--- src/rtl/spmmio_keyboard_sched.sv ---
// Two-source key-event scheduler feeding the MMIO keyboard FIFO (round-robin, FIFO-full and gap aware).
// Define KBD_TYPEMATIC_EN to add typematic auto-repeat for source 0.
module spmmio_keyboard_sched #(
  parameter int               GAP_CYCLES   = 4,
  parameter int               CNT_W        = 24,
  parameter logic [CNT_W-1:0] REPEAT_DELAY = CNT_W'(500000),
  parameter logic [CNT_W-1:0] REPEAT_RATE  = CNT_W'(100000)
) (
  input  logic       clk,
  input  logic       reset_n,
  input  logic       s0_valid,
  input  logic [6:0] s0_keycode,
  input  logic [3:0] s0_shift,
  input  logic       s0_held,
  output logic       s0_ack,
  input  logic       s1_valid,
  input  logic [6:0] s1_keycode,
  input  logic [3:0] s1_shift,
  output logic       s1_ack,
  input  logic       keyboard_block,
  input  logic       fifo_full,
  output logic       keypress,
  output logic [6:0] keycode,
  output logic [3:0] shift_state,
  output logic       last_src
);

  typedef enum logic [1:0] {IDLE, ISSUE, HOLDOFF} state_t;

  // ISSUE plus HOLDOFF plus the sampling IDLE cycle span GAP_CYCLES+1 cycles between strobes.
  localparam logic [CNT_W-1:0] GAP_LOAD = (GAP_CYCLES > 1) ? CNT_W'(GAP_CYCLES - 2) : '0;

  state_t           state, state_next;
  logic [CNT_W-1:0] gap_cnt;
  logic             rr;
  logic             elig0, elig1, take, pick1;
  logic             rep_pend, grant_rep;
  logic [6:0]       s0_code_sel;
  logic [3:0]       s0_shift_sel;

`ifdef KBD_TYPEMATIC_EN
  logic             rep_armed;
  logic [CNT_W-1:0] rep_cnt;
  logic [6:0]       rep_code;
  logic [3:0]       rep_shift;

  assign elig0        = (s0_valid | rep_pend) & ~keyboard_block;
  assign s0_code_sel  = s0_valid ? s0_keycode : rep_code;
  assign s0_shift_sel = s0_valid ? s0_shift   : rep_shift;

  // A fresh src0 event always re-arms; the counter only runs while the key stays down and unblocked.
  always_ff @(posedge clk or negedge reset_n) begin
    if (!reset_n) begin
      rep_armed <= 1'b0;
      rep_cnt   <= '0;
      rep_pend  <= 1'b0;
      rep_code  <= '0;
      rep_shift <= '0;
      grant_rep <= 1'b0;
    end else begin
      if (take) grant_rep <= ~pick1 & ~s0_valid;
      if (take & ~pick1 & s0_valid) begin
        rep_armed <= 1'b1;
        rep_cnt   <= REPEAT_DELAY - 1'b1;
        rep_code  <= s0_keycode;
        rep_shift <= s0_shift;
        rep_pend  <= 1'b0;
      end else if (~s0_held | keyboard_block) begin
        rep_armed <= 1'b0;
        rep_pend  <= 1'b0;
      end else if (rep_armed) begin
        if (rep_cnt == '0) begin
          rep_pend <= 1'b1;
          rep_cnt  <= REPEAT_RATE - 1'b1;
        end else begin
          rep_cnt <= rep_cnt - 1'b1;
          if (take & ~pick1) rep_pend <= 1'b0;
        end
      end
    end
  end
`else
  logic unused_typematic;

  assign elig0            = s0_valid & ~keyboard_block;
  assign s0_code_sel      = s0_keycode;
  assign s0_shift_sel     = s0_shift;
  assign rep_pend         = 1'b0;
  assign grant_rep        = 1'b0;
  assign unused_typematic = ^{s0_held, REPEAT_DELAY, REPEAT_RATE};
`endif

  assign elig1 = s1_valid;
  assign take  = (state == IDLE) & (elig0 | elig1) & ~fifo_full;
  assign pick1 = elig1 & (~elig0 | rr);

  always_ff @(posedge clk or negedge reset_n) begin
    if (!reset_n) state <= IDLE;
    else          state <= state_next;
  end

  always_comb begin
    // NOTE: default first so every path assigns state_next and no latch is inferred.
    state_next = state;
    unique case (state)
      IDLE:    if (take) state_next = ISSUE;
      ISSUE:   state_next = (GAP_CYCLES > 1) ? HOLDOFF : IDLE;
      HOLDOFF: if (gap_cnt == '0) state_next = IDLE;
      default: state_next = IDLE;
    endcase
  end

  always_ff @(posedge clk or negedge reset_n) begin
    if (!reset_n) begin
      gap_cnt     <= '0;
      rr          <= 1'b0;
      keycode     <= '0;
      shift_state <= '0;
      last_src    <= 1'b0;
    end else begin
      // NOTE: non-blocking assignments so every register samples pre-edge values.
      if (take) begin
        rr          <= ~pick1;
        last_src    <= pick1;
        keycode     <= pick1 ? s1_keycode : s0_code_sel;
        shift_state <= pick1 ? s1_shift   : s0_shift_sel;
      end
      if (state == ISSUE)
        gap_cnt <= GAP_LOAD;
      else if ((state == HOLDOFF) && (gap_cnt != '0))
        gap_cnt <= gap_cnt - 1'b1;
    end
  end

  // Strobes decode straight from state, so an asynchronous reset drops them at once.
  always_comb begin
    keypress = (state == ISSUE);
    s0_ack   = keypress & ~last_src & ~grant_rep;
    s1_ack   = keypress & last_src;
  end

endmodule

--- config.mk ---
export PLATFORM = sky130hd
export DESIGN_NAME = spmmio_keyboard_sched
export DESIGN_NICKNAME = d
export VERILOG_FILES = /design/src/rtl/spmmio_keyboard_sched.sv
export SDC_FILE = /design/constraint.sdc
export NUM_CORES = 1
export LEC_CHECK = 0
export CORE_MARGIN = 5
export CORE_UTILIZATION = 40
export DETAILED_ROUTE_END_ITERATION = 12
export GPL_ROUTABILITY_DRIVEN = 0
export PLACE_DENSITY = 0.7
export SETUP_SLACK_MARGIN = 0.3
export SYNTH_ARGS = -nofsm -noshare
export SYNTH_HDL_FRONTEND = slang
export SYNTH_SLANG_ARGS = --single-unit
--- constraint.sdc ---
create_clock -name clk -period 5 [get_ports clk]
set_input_delay 0.75 -clock clk [delete_from_list [all_inputs] [get_ports clk]]
set_output_delay 0.75 -clock clk [all_outputs]
set_load 0.05 [all_outputs]
==> flow_summary.toml, run 1 <==
[worst_setup_path]
cp.arrival_ns = 2.60
critPathLaunch = "state[1]"
endpoint_kind = "output port"
critPathKind = "register to output port"
r2r_start = "gap_cnt[8]"
crit_required_ns = 4.25
crit_path_start_kind = "register"
crit_fanout = 25

[sta]
skew_ns = 0.00245
fmax_mhz = 299
finalSetupViolCount = 0
tns_ns = 0
maxSlewHeadroom_pct = 30.5
final_max_slew_viol_count = 0
finalHoldViolCount = 0
min_period_over_period_pct = 66.9
finalCriticalPeriod_ns = 3.35
grt_setup_unrepaired = "no"
worst_pin_slew_ns = 1.03

[clock_network]
cts.path.max_buffers = 2
clock-root-buffer = "clkbuf_8"
cts_resized = 0
clk_pin_slew_worst_paths_ns = 0.08
postCtsSetupBuffers = 0
cts_buffers = 5
clk_latency_ns = 0.29
cts_tree = "yes"
htreeDepth = 2
cts_sinks = 39
cts_hold_buf = 0

[placed_design]
port_buffers = 42
place.detailed.hpwl_um = 2990

[power]
ir_worst_vdd_v = 0.000294
power_switching_share_pct = 45.0
p_clk_share_pct = 16.7
combPwrFrac_pct = 48.8
power_switching_uw = 740
internal-power_uw = 907
p_seq_share_pct = 34.4
leakage_uw = 0.00109
cellPowerDensity_nw_per_um2 = 652

[final_layout]
final_core_util_pct = 53.5
antenna_cells = 0
nets = 263
n_fill_cell = 437
areaGrowthSynthToFinish_pct = 30.1
drive_above_1_share_pct = 7.30

[die]
die_height_um = 79.7
core-area_um2 = 4720
ioPinCount = 44
num_rows = 25
design.die.area_um2 = 6350
initial_core_util_pct = 41.1
die_w_um = 79.7

[synthesis]
syn_nets = 222
synth_edf_count = 0
synth.top_cell.area_share_pct = 50.2
synth_most_common_cell = "dfrtp_1"
ys.warnings.count = 0
yosysUniqueCellTypes = 39
synth.top_cells.by_area = "dfrtp_1 50%, nand2_1 6.4%, a22oi_1 4.2%"
ys_async_sr_fraction_pct = 100
synth_seq_cells = 39
synth_top_cell_by_area = "dfrtp_1"
syn_area_um2 = 1940
synth.avg_cell_area_um2 = 10.2
synth-seq-area-share_pct = 50.2
ys.flop_type = "dfrtp_1"
synth_commonest_cells = "39 x dfrtp_1, 33 x nand2_1, 11 x a22oi_1"
syn_inst = 191

[drt]
drc = 0
routed_wl_um = 4140
via_per_inst = 5.40
postRouteAntennaNets = 0
wl_per_cell_um = 13.8
initialDrtViolationCount = 90
firstDrtPassIters = 4
vias = 1620

[global_routing]
grt.met1_usage_pct = 17.9
grt_max_degree = 40
grt_pass1_wl_um = 7230
grt_util_all_layers_pct = 14.2
antenna_found_initial = 0
grt_overflow = 0
grt_use_met2_pct = 22.1
grt_pass1_vias = 1583
busiest_layer = "met2"
grt_util_met3_pct = 5.53

[outcome]
status = "finished, final reports clean"

[flow_run]
cap_viol_max_count = 0

[min_path]
min_path_type = "register to register"
holdCritStartpoint = "keycode[4]"
-- per-stage QoR --
step	hold slack (ns)	total power, uW	cells	worst slack, ns	cell area [um2]
after floorplan	0.447	1170	191	2.72	1940
after global placement	0.449	1360	292	1.98	2410
after detailed placement	0.456	1380	292	1.93	2410
after CTS	0.474	1660	300	1.61	2530
after global routing	0.493	1770	300	1.48	2530
final	0.468	1650	300	1.65	2530
-- power by group through the flow --
| stage | clock network [uW] | registers (uW) | logic (uW) |
|---|---|---|---|
| floorplan | 0 | 714 | 457 |
| CTS | 281 | 568 | 810 |
| global route | 292 | 592 | 886 |
| detailed placement | 0 | 571 | 809 |
| global placement | 0 | 564 | 797 |
| finish | 275 | 567 | 804 |
-- per-layer routing --
metal,share of wire [%],wire length (um)
met1,45,1870
met2,45,1860
met3,8.7,360
met4,1.2,50
met5,0,0
-- state kept, by name (all words and copies together), names as in the netlist --
name,cells
rr,1
gap_cnt,24
state,2
last_src,1
keycode,7
shift_state,4
-- layout make-up --
| cell class | instances | area [um2] | area share, % |
|---|---|---|---|
| well taps | 67 | 83.8 | 3.32 |
| inverters | 7 | 26.3 | 1.04 |
| repair buffers | 42 | 415 | 16.4 |
| multi-input cells | 137 | 908 | 35.9 |
| flip-flops and latches | 39 | 976 | 38.6 |
| clock inverters | 2 | 35.0 | 1.39 |
| clock buffers | 6 | 82.6 | 3.27 |
-- cell families after synthesis --
group | share of synthesized area, %
AND/OR/NAND/NOR | 23.4
adder cells (fa/ha/maj) | 1.29
AO/OA/AOI/OAI | 18.2
XOR/XNOR | 0.451
flip-flops | 50.2
multiplexers | 3.09
buffers and inverters | 3.35
-- critical path, stage by stage, from the launching register on --
cell,delay [ns]
dfrtp_1,0.42
nand2b_1,0.74
inv_1,0.22
and2_1,0.22
clkdlybuf4s50_1,0.69
-- final timing paths --
kind / end / slack [ns] / cells after the start
worst max-delay path: s1_ack / 1.65 / 4
worst min-delay path: keycode[4] / 0.47 / 2
worst max register to register: gap_cnt[19] / 2.54 / 5
worst min register to register: keycode[4] / 0.47 / 2
max in group asynchronous: gap_cnt[18] / 3.90 / 1
min in group asynchronous: gap_cnt[4] / 0.57 / 1
-- cells in the final DEF (no fill, tap or decap), types with 2 or more instances in the layout --
cell type        instances
or3_1                    2
o31ai_1                  7
nor3_1                   4
o211ai_1                 9
a22oi_1                 11
nand3_1                  6
nand2b_1                 5
nand2_1                 33
dfrtp_1                 39
nor2_1                   5
or4_1                    5
clkbuf_8                 6
o311ai_0                 4
inv_1                    7
o41ai_1                  2
nor2b_1                  3
ha_1                     2
o21ai_0                  8
clkdlybuf4s50_1         41
nor4_1                   7
mux2i_1                  6
Note: power is estimated with default switching activity, not from simulation.
==> run 2: changes to the inputs <==
--- a/config.mk
+++ b/config.mk
@@ -9,7 +9,7 @@
 export CORE_UTILIZATION = 40
 export DETAILED_ROUTE_END_ITERATION = 12
 export GPL_ROUTABILITY_DRIVEN = 0
-export PLACE_DENSITY = 0.7
+export PLACE_DENSITY = 0.72
 export SETUP_SLACK_MARGIN = 0.3
 export SYNTH_ARGS = -nofsm -noshare
 export SYNTH_HDL_FRONTEND = slang
==> constraint.sdc (replaced) <==
create_clock -name clk -period 2.8 [get_ports clk]
set_input_delay 0.42 -clock clk [delete_from_list [all_inputs] [get_ports clk]]
set_output_delay 0.42 -clock clk [all_outputs]
set_load 0.05 [all_outputs]
==> run 2 against run 1 <==
Against the previous run:
- final cell count grew 1.3%
- die area is the same
- non-clock buffer count increased by 5
- register-to-register slack got worse by 2.0 ns
- sequential power rose by 78%
- utilization increased by 0.37 points
- clock skew up 0.0013 ns
- clock-buffer cell count is the same
- clock power increased by 37%
- via count fell by 0.12%
- cell area is 0.69% higher
- sequential share of layout area is 0.27 points lower
- largest power group unchanged
- highest routed layer unchanged
==> flow_summary.toml, run 2 (synthesis gave the netlist of run 1 again) <==
[worst_setup_path]
endpoint_kind = "output port"
reg2regPathDepth = 5
crit_fanout = 5
critPathBufInv = 2
cp.arrival_ns = 1.87
crit_required_ns = 2.38
slowest_stage = "clkdlybuf4s50_1"
r2r_end = "gap_cnt[15]"
path_cells = "nand2b_1 > inv_1 > clkdlybuf4s50_1"
r2r_start = "gap_cnt[8]"
crit_path_start_kind = "register"
critPathKind = "register to output port"
max_stage_delay_ns = 0.82
r2r_setup_slack_ns = 0.54
cp_top_family = "buffers and inverters"

[sta]
min_period_over_period_pct = 81.9
fmax_mhz = 436
tns_ns = 0
grt_setup_unrepaired = "no"
final_max_slew_viol_count = 0
worst_pin_slew_ns = 0.852
skew_ns = 0.00374
finalHoldViolCount = 0
finalCriticalPeriod_ns = 2.29
maxSlewHeadroom_pct = 43.2
finalSetupViolCount = 0

[drt]
wl_per_cell_um = 13.6
routed.top_layer = "met4"
firstDrtPassIters = 4
postRouteAntennaNets = 0
routed_wl_um = 4140
wl_met1_um = 1780
initialDrtViolationCount = 69
via_per_inst = 5.32
dr_wl_met2_um = 1940
drc = 0
dr_wl_met3_um = 357
vias = 1618

[clock_network]
cts_sinks = 39
clk_latency_ns = 0.28
cts_buffers = 5
cts_tree = "yes"
clock-root-buffer = "clkbuf_8"
htreeDepth = 2
cts.path.max_buffers = 2
clk_pin_slew_worst_paths_ns = 0.07

[die]
ioPinCount = 44
die_w_um = 79.7
initial_core_util_pct = 41.1
core-area_um2 = 4720
design.die.area_um2 = 6350
die_height_um = 79.7
num_rows = 25

[global_routing]
grt_max_degree = 40
grt_pass1_vias = 1610
grt_pass1_wl_um = 7100
antenna_found_initial = 0
grt_overflow = 0
grt_util_all_layers_pct = 14.1

[final_layout]
areaGrowthSynthToFinish_pct = 31.0
drive_above_1_share_pct = 10.1
antenna_cells = 0
nets = 268
final_core_util_pct = 53.9
final_cell_mix = "40 x clkdlybuf4s50_1, 39 x dfrtp_1, 33 x nand2_1"
largest-register = "gap_cnt"
layoutNonFillerInstCount = 304
largest_registers = "gap_cnt x24, keycode x7, shift_state x4"
final_common_cell = "clkdlybuf4s50_1"
largest_reg_flops = 24

[min_path]
min_path_type = "input port to async pin"

[placed_design]
port_buffers = 42
place.detailed.hpwl_um = 3060
place_inst = 296

[flow_run]
cap_viol_max_count = 0

[power]
leakage_uw = 0.00110
finalPower_uw = 2860
ir_worst_vdd_v = 0.000514
cellPowerDensity_nw_per_um2 = 1120

[outcome]
status = "finished, final reports clean"
==> run 2: changes by cell type in the layout (fill, tap and decap cells not counted) <==
| cell | change |
|---|---|
| buf_4 | +6 |
| bufinv_16 | -1 |
| clkdlybuf4s50_1 | -1 |
| nor4bb_1 | -1 |
| nor4bb_2 | +1 |
| o2111ai_1 | -1 |
| o2111ai_2 | +1 |
==> run 2: stage by stage <==
stage / hold slack [ns] / setup slack, ns / area (um2)
after floorplan: 0.124 / 0.752 / 1940
after global placement: 0.448 / 0.455 / 2440
after detailed placement: 0.455 / 0.369 / 2440
after CTS: 0.270 / 0.350 / 2520
after global routing: 0.324 / 0.364 / 2540
final: 0.239 / 0.506 / 2540
==> run 2: worst register-to-register path: stages, from the launching register on <==
cell       delay [ns]
dfrtp_1          0.44
or4_1            0.62
nand4bb_4        0.42
o2111ai_2        0.42
o311ai_0         0.17
o41ai_1          0.09
==> run 2: worst max-delay path by stage <==
stage / startpoint / to / slack, ns / cells after the start
global placement: gap_cnt[8] / gap_cnt[19] / 0.45 / 5
global route: gap_cnt[8] / gap_cnt[15] / 0.36 / 5
floorplan: gap_cnt[0] / gap_cnt[10] / 0.75 / 7
finish: state[1] / keypress / 0.51 / 3
detailed placement: gap_cnt[8] / gap_cnt[19] / 0.37 / 5
CTS: gap_cnt[8] / gap_cnt[19] / 0.35 / 5
==> run 2: timing repair <==
item / in CTS / in global routing
resized for setup: 0 / 2
endpoints found under the setup margin: 0 / 8
setup buffers: 0 / 1
hold buffers: 0 / 0
==> run 2: power breakdown <==
part           internal [uW]  switching [uW]
Combinational            552             918
Clock                    193             185
Sequential               799             213
Total                   1550            1320
==> run 2: layer usage <==
metal | vias up | GRT usage [%]
met5 | - | 0
met4 | 0 | 4.64
met3 | 9 | 5.42
met2 | 42 | 23.6
met1 | 757 | 16.4
li1 | 810 | -
==> run 2: layout make-up <==
cell class / instances / area [um2]
Clock buffer: 6 / 82.6
Clock inverter: 1 / 5.00
Fill cell: 428 / 2180
Inverter: 7 / 26.3
Multi-Input combinational cell: 137 / 921
Sequential cell: 39 / 976
Tap cell: 67 / 83.8
Timing Repair Buffer: 47 / 450
==> run 3: changes to the inputs <==
==> constraint.sdc (replaced) <==
create_clock -name clk -period 2.1 [get_ports clk]
set_input_delay 0.315 -clock clk [delete_from_list [all_inputs] [get_ports clk]]
set_output_delay 0.315 -clock clk [all_outputs]
set_load 0.05 [all_outputs]
==> run 3 against run 2 <==
Against the previous run:
- cell area is 11% higher
- power up 51%
- non-clock buffer count grew 18
- final cell count increased by 5.9%
- flip-flop and latch count unchanged
==> flow_summary.toml, run 3 (synthesis gave the netlist of run 1 again) <==
[worst_setup_path]
max_stage_delay_ns = 0.56
cp.arrival_ns = 2.20
crit_path_start_kind = "register"
crit_fanout = 7
crit_required_ns = 2.28
cp_top_family = "simple AND/OR/NAND/NOR gates"
r2r_start = "gap_cnt[8]"
slowest_stage = "or4_4"
endpoint_kind = "register"
critPathKind = "register to register"
critPathBufInv = 1
critPathLaunch = "gap_cnt[8]"
path_cells = "or4_4 > nand4bb_4 > buf_6 > o211ai_1 > xor2_1 > nor2_1"

[global_routing]
antenna_found_initial = 0
grt_max_degree = 40
grt_pass1_wl_um = 8020
grt_overflow = 0
grt_pass1_vias = 1764
grt_util_all_layers_pct = 16.1

[sta]
final_max_slew_viol_count = 0
fmax_mhz = 496
min_period_over_period_pct = 96.1
finalCriticalPeriod_ns = 2.02
maxSlewHeadroom_pct = 43.2
skew_ns = 0.00825
finalHoldViolCount = 0
worst_pin_slew_ns = 0.852
finalSetupViolCount = 0
grt_setup_unrepaired = "yes"

[drt]
firstDrtPassIters = 4
wl_per_cell_um = 14.7
drc = 0
routed_wl_um = 4740
via_per_inst = 5.33
initialDrtViolationCount = 72
postRouteAntennaNets = 0
vias = 1716

[power]
finalPower_uw = 4330
ir_worst_vdd_v = 0.000818
leakage_uw = 0.00129
cellPowerDensity_nw_per_um2 = 1540

[flow_run]
cap_viol_max_count = 0

[clock_network]
cts.path.max_buffers = 2
clk_latency_ns = 0.29
clock-root-buffer = "clkbuf_8"
cts_hold_buf = 0
clk_pin_slew_worst_paths_ns = 0.07
cts_sinks = 39
cts_tree = "yes"
htreeDepth = 2
cts_buffers = 5

[die]
core-area_um2 = 4720
design.die.area_um2 = 6350
die_w_um = 79.7
ioPinCount = 44
die_height_um = 79.7
initial_core_util_pct = 41.1
num_rows = 25

[final_layout]
final_cell_mix = "38 x dfrtp_1, 33 x nand2_1, 29 x clkdlybuf4s50_1"
multi_input_area_um2 = 1030
n_fill_cell = 415
antenna_cells = 0
nets = 287
seq_area_um2 = 977
layoutNonFillerInstCount = 322
drive_above_1_share_pct = 23.1
final_common_cell = "dfrtp_1"
largest-register = "gap_cnt"
largest_registers = "gap_cnt x24, keycode x7, shift_state x4"
largest_reg_flops = 24
areaGrowthSynthToFinish_pct = 45.0

[placed_design]
port_buffers = 42
place.detailed.hpwl_um = 3120
place_inst = 303

[min_path]
min_path_type = "input port to async pin"

[outcome]
status = "finished, final reports clean"
[run 3: changes by cell type in the layout (fill, tap and decap cells not counted), moves of 3 or more]
cell	previous run	this run
buf_4	6	23
clkdlybuf4s50_1	40	29
dlymetal6s2s_1	0	8
nor4_1	7	3
o21ai_0	8	4
o21ai_1	0	4
inv_1	7	4
inv_2	0	3
[run 3: layer usage]
metal / wire, um / GRT usage, % / up-vias
met1: 2010 / 18.7 / 814
met3: 349 / 5.42 / 6
met2: 2310 / 27.6 / 48
li1: - / - / 848
met5: 0 / 0 / -
met4: 69 / 5.67 / 0
[run 3: power by group]
| group | internal [uW] | switching (uW) | leakage [uW] |
|---|---|---|---|
| Clock | 221 | 246 | 0.0000371 |
| Sequential | 1070 | 310 | 0.000501 |
| Combinational | 1040 | 1450 | 0.000748 |
[run 3: repair_timing]
action                                  CTS  global route
gates cloned                              1             0
gates resized for setup                  12            16
pin swaps                                 9             5
setup buffers                             9             3
endpoints found under the setup margin   26            34
[run 3: layout make-up]
| cell class | instances | share of cell area [%] |
|---|---|---|
| clock buffer | 6 | 2.58 |
| inverter | 7 | 0.933 |
| multi-input combinational | 138 | 36.5 |
| sequential | 39 | 34.7 |
| tap | 67 | 2.98 |
| timing repair buffer | 65 | 22.3 |
[run 3: through the flow]
step	worst slack [ns]	hold slack (ns)	util, %	area (um2)	setup TNS (ns)
after floorplan	0.115	0.0194	-	2000	0
after global placement	0.0416	0.450	54.1	2560	0
after detailed placement	-0.00387	0.456	54.1	2560	-0.00387
after CTS	0.100	0.168	58.1	2750	0
after global routing	0.00346	0.217	59.7	2820	0
final	0.0827	0.129	59.7	2820	0
[run 3: path summary, 6_finish.rpt]
| kind | slack [ns] | cells after the start | to |
|---|---|---|---|
| worst max-delay path | 0.08 | 6 | gap_cnt[18] |
| min in group clk | 0.46 | 2 | keycode[1] |
| worst min-delay path | 0.13 | 1 | gap_cnt[5] |
| worst max register to register | 0.08 | 6 | gap_cnt[18] |
| worst min register to register | 0.46 | 2 | keycode[1] |
| max in group asynchronous | 1.40 | 1 | gap_cnt[6] |
==> RTL change (flow settings as in run 3) <==
Change the parameter `CNT_W` from 24 to 16.
--- a/src/rtl/spmmio_keyboard_sched.sv
+++ b/src/rtl/spmmio_keyboard_sched.sv
@@ -3,5 +3,5 @@
 module spmmio_keyboard_sched #(
   parameter int               GAP_CYCLES   = 4,
-  parameter int               CNT_W        = 24,
+  parameter int               CNT_W        = 16,
   parameter logic [CNT_W-1:0] REPEAT_DELAY = CNT_W'(500000),
   parameter logic [CNT_W-1:0] REPEAT_RATE  = CNT_W'(100000)
Function: no difference found for any inputs over 10 cycles, from zero or initial values and one cycle with reset_n low; that may be too few to reach the edited logic, so the function may still have changed.
==> RTL change against run 3 <==
Clock power about the same. Synthesized area down 18%. Cell area down 10%. Setup slack better by 0.18 ns. First-iteration DRC count up 15%. Sequential cell count down 8. Combinational power down 5%. Wire length down 8.1%. Total power down 8.7%. Worst hold slack better by 0.30 ns. Maximum frequency up 9.6%. Largest power group unchanged.
==> RTL change: results (changes against run 3) <==
metric,value,unit,change
IO buf count,42,,unchanged
"FFs w/ async S/R, synth",100,%,unchanged
VDD IR max,0.000968,V,was 0.000818 V
R2R Path Start,gap_cnt[6]$_DFFE_PN0P_,,was gap_cnt[8]$_DFFE_PN0P_
"Distinct cells, synth",35,,was 39
first drt pass iteration count,4,,unchanged
antenna violations before repair,0,,unchanged
crit path max fanout,3,,was 7
Slew headroom,65.9,%,was 43.2%
H-tree depth,2,,unchanged
largest registers,"gap_cnt x16, keycode x7, shift_state x4",,"was gap_cnt x24, keycode x7, shift_state x4"
status,finished clean,,unchanged
pin count of the biggest net entering global routing,32,,was 40
critical path's top delay family,simple AND/OR/NAND/NOR gates,,unchanged
dpl hpwl,2950,µm,was 3120 µm
first-pass GRT wire length,7400,µm,was 8020 µm
Worst-Skew Late Latency,0.28,ns,
"Arr. time, crit path",2.00,ns,was 2.20 ns
Final Skew,0.00789,ns,was 0.00825 ns
class of the worst hold path,in -> async,,unchanged
wire per inst,15.9,µm,was 14.7 µm
Bufs on Longest Clock Path,2,,unchanged
Leak Pwr,1.15,nW,was 1.29 nW
CTS root buffer,clkbuf_8,,unchanged
Antenna Cells,0,,unchanged
CTS buffer count,5,,unchanged
"Slowest-stage cell, CP",or4_4,,unchanged
commonest cells in the netlist,"dfrtp_1, nand2_1, a221o_1, and2_0, mux2i_1",,"was dfrtp_1, nand2_1, a22oi_1, o211ai_1"
R2R Setup Slk,0.26,ns,was 0.08 ns
Clock Pin Slew Worst Setup and Hold Paths,0.07,ns,about the same
post-DR vias/cell,5.54,,was 5.33
GRT Total Usage,17.6,%,was 16.1%
layout cells sized above 1,29.5,%,was 23.1%
register area share after synthesis,48.9,%,was 50.2%
"top cells by area, synth","dfrtp_1, a221o_1, mux2i_1",,"was dfrtp_1, nand2_1, a22oi_1"
fill count,320,,was 415
Mapped Nets,183,,was 222
count of nets after finishing,254,,was 287
vias in the first global route,1588,,was 1764
reg-to-reg endpoint,gap_cnt[8]$_DFFE_PN0P_,,was gap_cnt[18]$_DFFE_PN0P_
Max stage delay on crit path,0.55,ns,
R2R cell count,4,,was 6
initial DRC count,83,,was 72
Yosys warning count,0,,unchanged
Placement Cell Area,2190,µm²,was 2560 µm²
Post-synth top flop,dfrtp_1,,unchanged
[RTL change: logic make-up after synthesis]
logic type	Yosys count	share of synthesized area, %
multiplexers	8	5.04
AO/OA/AOI/OAI	30	15.5
AND/OR/NAND/NOR	70	26.6
adder cells (fa/ha/maj)	1	0.788
buffers and inverters	13	3.15
flip-flops	31	48.9
[RTL change: power breakdown]
group	leakage (nW)	internal [mW]	switching (mW)
Combinational	0.717	1.06	1.30
Sequential	0.390	0.876	0.249
Clock	0.0470	0.257	0.211
[RTL change: timing repair]
action                                  in CTS  in global routing
buffers inserted                             7                  8
endpoints found under the setup margin      26                 35
pin swaps                                    3                  5
cloned                                       0                  1
resized for setup                           14                 21
[RTL change: cell type report]
type | instances | area share [%]
multi-input cells | 110 | 35.4
clock inverters | 1 | 0.198
inverters | 7 | 1.04
well taps | 50 | 2.48
clock buffers | 6 | 3.27
flip-flops and latches | 31 | 30.9
repair buffers | 69 | 26.7
[RTL change: layer usage]
layer	part of all wire [%]	vias to the layer above	track usage (%)
met1	42	724	22.6
met3	6.1	14	4.82
met2	49	57	28.1
met5	0	-	0
met4	3.0	0	6.76
li1	-	724	-
[RTL change: metrics by stage]
| step | setup WS, ns | hold slack (ns) | power (mW) | std cells | utilization (%) |
|---|---|---|---|---|---|
| floorplan | 0.138 | 0.0194 | 2.40 | 153 | - |
| CTS | 0.248 | 0.435 | 3.79 | 265 | 60.7 |
| global placement | -0.0450 | 0.488 | 3.07 | 251 | 55.9 |
| global route | 0.186 | 0.472 | 4.23 | 274 | 64.5 |
| detailed placement | -0.148 | 0.503 | 3.13 | 251 | 55.9 |
| finish | 0.260 | 0.425 | 3.96 | 274 | 64.5 |
[RTL change: how the worst max path moves through the flow]
stage | start | end | slack [ns] | cells past startpoint
floorplan | gap_cnt[0]$_DFFE_PN0P_ | gap_cnt[1]$_DFFE_PN0P_ | 0.14 | 6
global placement | keyboard_block | keycode[3]$_DFFE_PN0P_ | -0.04 | 5
detailed placement | keyboard_block | keycode[1]$_DFFE_PN0P_ | -0.15 | 5
CTS | gap_cnt[6]$_DFFE_PN0P_ | gap_cnt[8]$_DFFE_PN0P_ | 0.25 | 4
global route | gap_cnt[1]$_DFFE_PN0P_ | gap_cnt[1]$_DFFE_PN0P_ | 0.19 | 6
finish | gap_cnt[6]$_DFFE_PN0P_ | gap_cnt[8]$_DFFE_PN0P_ | 0.26 | 4
